==> src/rtl/ringcounter_jerky_monitor.sv <==
// ringcounter_jerky_monitor: checks the jerky ring counter's one-hot stream (1, 1<<k, 1, 1<<(k+1), ...)
// Ports:
//   clk, rst           rising-edge clock, asynchronous active-high reset
//   in_valid, in_data  sampled one-hot word (no backpressure)
//   clr_err            synchronous clear of err_cnt
//   idx_out/idx_valid  binary index of the last valid one-hot word / update pulse
//   onehot_err         pulse: sampled word was zero or multi-hot
//   seq_err            pulse: sequence break while locked
//   locked             high while tracking in LOCK
//   err_cnt            saturating count of seq_err events
module ringcounter_jerky_monitor #(
   parameter int BW     = 8,
   parameter int LOCK_N = 2,
   parameter int CW     = 8
) (
   input  logic                  clk,
   input  logic                  rst,
   input  logic                  in_valid,
   input  logic [BW-1:0]         in_data,
   input  logic                  clr_err,
   output logic [$clog2(BW)-1:0] idx_out,
   output logic                  idx_valid,
   output logic                  onehot_err,
   output logic                  seq_err,
   output logic                  locked,
   output logic [CW-1:0]         err_cnt
);
   localparam int IW = $clog2(BW);
   localparam int MW = $clog2(LOCK_N + 1);
   typedef enum logic [1:0] {HUNT, ACQ, LOCK} state_t;
   state_t state, state_nx;
   logic exp_probe, exp_probe_nx;
   logic [IW-1:0] exp_k, exp_k_nx, idx;
   logic [MW-1:0] match_cnt, match_cnt_nx;
   logic [BW-1:0] exp_word;
   logic onehot, match, seq_hit;
   // exp_k is the probe position that follows the expected base word
   function automatic logic [IW-1:0] next_k(input logic [IW-1:0] k);
      return (k == IW'(BW - 1)) ? IW'(1) : k + IW'(1);
   endfunction
   always_comb begin
      idx = '0;
      for (int i = 0; i < BW; i++)
         if (in_data[i]) idx = IW'(i);
   end
   assign onehot   = (in_data != '0) && ((in_data & (in_data - BW'(1))) == '0);
   assign exp_word = exp_probe ? (BW'(1) << exp_k) : BW'(1);
   assign match    = onehot && (in_data == exp_word);
   assign locked   = (state == LOCK);
   always_comb begin
      state_nx     = state;
      exp_probe_nx = exp_probe;
      exp_k_nx     = exp_k;
      match_cnt_nx = match_cnt;
      seq_hit      = 1'b0;
      if (in_valid) begin
         case (state)
            HUNT: if (onehot && idx != '0) begin
               state_nx     = ACQ;
               exp_probe_nx = 1'b0;
               exp_k_nx     = next_k(idx);
               match_cnt_nx = '0;
            end
            ACQ: if (match) begin
               exp_probe_nx = ~exp_probe;
               exp_k_nx     = exp_probe ? next_k(exp_k) : exp_k;
               match_cnt_nx = match_cnt + MW'(1);
               state_nx     = (match_cnt_nx == MW'(LOCK_N)) ? LOCK : ACQ;
            end else state_nx = HUNT;
            LOCK: if (match) begin
               exp_probe_nx = ~exp_probe;
               exp_k_nx     = exp_probe ? next_k(exp_k) : exp_k;
            end else begin
               seq_hit  = 1'b1;
               state_nx = HUNT;
            end
            default: state_nx = HUNT;
         endcase
      end
   end
   always_ff @(posedge clk or posedge rst) begin
      if (rst) begin
         state      <= HUNT;
         exp_probe  <= 1'b0;
         exp_k      <= IW'(1);
         match_cnt  <= '0;
         idx_out    <= '0;
         idx_valid  <= 1'b0;
         onehot_err <= 1'b0;
         seq_err    <= 1'b0;
         err_cnt    <= '0;
      end else begin
         state      <= state_nx;
         exp_probe  <= exp_probe_nx;
         exp_k      <= exp_k_nx;
         match_cnt  <= match_cnt_nx;
         idx_valid  <= in_valid && onehot;
         onehot_err <= in_valid && !onehot;
         seq_err    <= seq_hit;
         if (in_valid && onehot) idx_out <= idx;
         err_cnt    <= clr_err ? '0 : (seq_hit && err_cnt != '1) ? err_cnt + CW'(1) : err_cnt;
      end
   end
endmodule

==> config.mk <==
export PLATFORM = sky130hd
export DESIGN_NAME = ringcounter_jerky_monitor
export DESIGN_NICKNAME = d
export VERILOG_FILES = /design/src/rtl/ringcounter_jerky_monitor.sv
export SDC_FILE = /design/constraint.sdc
export NUM_CORES = 1
export LEC_CHECK = 0
export CORE_MARGIN = 2
export CORE_UTILIZATION = 45
export CTS_CLUSTER_SIZE = 12
export DETAILED_ROUTE_END_ITERATION = 12
export DONT_BUFFER_PORTS = 1
export GPL_ROUTABILITY_DRIVEN = 0
export GPL_TIMING_DRIVEN = 0
export PLACE_DENSITY_LB_ADDON = 0.1
export SYNTH_ARGS = -nofsm -noshare
export SYNTH_HDL_FRONTEND = slang
export SYNTH_SLANG_ARGS = --single-unit
export TNS_END_PERCENT = 50
==> constraint.sdc <==
create_clock -name clk -period 3.3 [get_ports clk]
set_input_delay 0.33 -clock clk [delete_from_list [all_inputs] [get_ports clk]]
set_output_delay 0.33 -clock clk [all_outputs]
set_load 0.1 [all_outputs]
==> flow_metrics.py, run 1 <==
metrics = {
    "run_status": {
        "status": "complete, no violations",
    },
    "timing": {
        "hold_violations": 0,
        "worst_slack_ps": 168,
        "finClkSkew_ps": 1.73,
        "clock.fmax_ghz": 0.319,
        "rsz0062_at_grt": "no",
        "fin_setup_tns_ps": 0,
        "relSlewSlack": 0.260,
        "worst_slew_pin_slew_ps": 1110,
        "setup_violations": 0,
        "finalCritPeriodShare": 0.949,
        "post-route-min-period_ps": 3130,
        "drv_slew": 0,
    },
    "synthesis": {
        "seq_area_frac_synth": 0.303,
        "ys_top_cells_by_area": "dfrtp_1 (29%), ha_1 (9.6%), mux2_4 (4.1%)",
        "ys_warn_count": 0,
        "ys.flop_type": "dfrtp_1",
        "async_flop_share": 1.00,
        "synth_area_mm2": 0.00182,
        "ys_types": 54,
        "avgSynthCellArea_um2": 9.07,
        "ys_top_cells_by_count": "dfrtp_1 (21), inv_1 (18), nand2_1 (16), ha_1 (14), nor2_1 (13)",
        "synth_top_area_share": 0.288,
        "synthCells": 201,
        "synth_enable_flop_cells": 0,
        "syn_nets": 227,
        "ys_seq_elements": 22,
        "synth_area_leader_cell": "dfrtp_1",
        "synth_most_common_cell": "dfrtp_1",
    },
    "worst_hold_path": {
        "min_path_type": "input pin to asynchronous set/reset pin",
    },
    "final_layout": {
        "layout.nets": 232,
        "final_util": 0.492,
        "synthToLayoutAreaGrowth_pct": 6.45,
        "antenna_cells": 0,
        "nFillCells": 364,
        "drive_above_1_share": 0.127,
    },
    "clock_network": {
        "hold_buffers": 0,
        "cts.sinks": 22,
        "cts.clk_slew.worst_paths_ps": 80,
        "cts_made_buffers": 3,
        "cts_tree": "yes",
        "cts_buffer_depth": 2,
        "clockRootBuffer": "clkbuf_8",
        "post-cts-setup-buffers": 0,
        "cts_resized": 0,
        "clk_latency_ps": 260,
        "htreeDepth": 1,
    },
    "die": {
        "die-area_mm2": 0.00458,
        "die_h_um": 67.7,
        "die_w_um": 67.7,
        "core_mm2": 0.00394,
        "ios": 27,
        "initial_core_util": 0.462,
        "rows": 23,
    },
    "routing": {
        "dr.first_iter.drc_count": 52,
        "vias_per_cell": 5.95,
        "final_antenna_net_count": 0,
        "vias": 1516,
        "drt_first_pass_iters": 4,
        "wl_per_cell_um": 16.3,
        "drt_wl_total_um": 4160,
        "route.detailed.drc": 0,
    },
    "worst_setup_path": {
        "arrival_ps": 3320,
        "path_class": "flop to flop",
        "path_max_fanout": 5,
        "cp-start-kind": "flop",
        "end_kind": "flop",
        "crit_family": "simple AND/OR/NAND/NOR gates",
        "rr_startpoint": "state[0]",
        "slowest_stage": "ha_1",
        "path_buf_inv": 1,
        "path_cells": "inv_1 -> ha_1 -> nand2_1 -> or4b_2 -> or4_1 -> a21oi_1",
        "cp-startpoint": "state[0]",
        "max_stage_delay_ps": 900,
        "critPathRequiredTime_ps": 3480,
    },
    "place": {
        "place_ws_ps": 216,
        "hpwl_um": 3180,
        "io_buffers": 0,
    },
    "global_route": {
        "grt_pass1_wl_um": 7010,
        "gr-total-overflow": 0,
        "grt_pass1_vias": 1494,
        "track_usage": 0.200,
        "antenna_found_initial": 0,
        "grt_max_degree": 23,
    },
    "power": {
        "peakVddDrop_uv": 306,
        "leakagePower_uw": 0.000823,
        "power.density_mw_per_mm2": 558,
    },
    "job": {
        "drv_cap": 0,
    },
}
-- power by group --
group	internal, uW	total [uW]	switching (uW)	leakage, uW
Sequential	320	445	125	0.000277
Combinational	196	448	252	0.000517
Clock	106	190	84.4	0.0000288
Total	622	1080	461	0.000823
-- state kept, by name, indices dropped and copies added (netlist names) --
signal and cells:
exp_k 3, err_cnt 8, idx_out 3, exp_probe 1, seq_err 1, onehot_err 1
state 2, match_cnt 2, idx_valid 1
-- final timing paths --
check	endpoint	slack [ps]	depth (start not counted)
min reg2reg	match_cnt[1]	570	2
max reg2reg	err_cnt[7]	170	6
max	err_cnt[7]	170	6
max in group asynchronous	exp_probe	2640	1
min	idx_out[2]	130	1
min in group clk	onehot_err	200	1
-- worst register-to-register path: cells and delay by family, from the launching register on --
family          cells  cell delay, ps
flops               1             410
compound gates      1             150
fa+ha+maj           1             900
simple gates        3            1530
buf+inv             1              90
-- logic make-up (layout without fill, tap and decap cells) --
logic type / after synthesis / after routing / synth area share
AOI/OAI and AO/OA: 50 / 50 / 0.191
xor gates and xnor gates: 3 / 3 / 0.0144
adders and majority gates: 15 / 15 / 0.102
buffers and inverters: 29 / 33 / 0.0775
DFF: 22 / 22 / 0.303
muxes: 10 / 10 / 0.0686
and+or+nand+nor: 72 / 72 / 0.244
-- cell type report --
cell class                 instances  area [um^2]  area share
clock buffer                       4         55.1      0.0284
sequential                        22          552       0.284
inverter                          19         71.3      0.0368
tap                               50         62.6      0.0322
multi-input combinational        150         1130       0.582
buffer                            10         70.1      0.0361
-- layer usage --
metal	global-route usage	routed length (um)	up-vias
li1	-	-	744
met1	0.273	2000	733
met2	0.321	1910	37
met3	0.0400	233	2
met4	0.0485	21	0
met5	0	0	-
-- placed cells by master, fill, tap and decap left out, types with 4 or more instances in the layout --
cell type	Yosys	final
buf_6	4	4
o211ai_1	5	5
o21ai_0	4	4
nor2b_1	4	4
nand2_1	16	16
dfrtp_1	21	21
a21oi_1	10	10
clkbuf_8	0	4
clkbuf_1	4	4
o21ai_1	5	5
nor2_1	13	13
nand3_1	5	5
inv_1	18	18
mux2_4	5	5
o31ai_1	6	6
mux2i_1	5	5
ha_1	14	14
or4_1	5	5
-- stage by stage --
step / instances / hold slack, ps / area, um^2 / total power [uW]
finish: 255 / 132 / 1940 / 1080
global route: 255 / 196 / 1940 / 1170
CTS: 255 / 168 / 1940 / 1090
detailed placement: 251 / 447 / 1890 / 897
global placement: 251 / 430 / 1890 / 871
floorplan: 201 / 318 / 1820 / 798
(Power assumes the default switching activity.)
==> run 2: changes to the inputs <==
Settings changed: SKIP_LAST_GASP set to 1, SLEW_MARGIN set to 20, TNS_END_PERCENT 50 to not set.
==> results of run 2 <==
No change in the layout: final DEF, timing and power equal those of run 1.
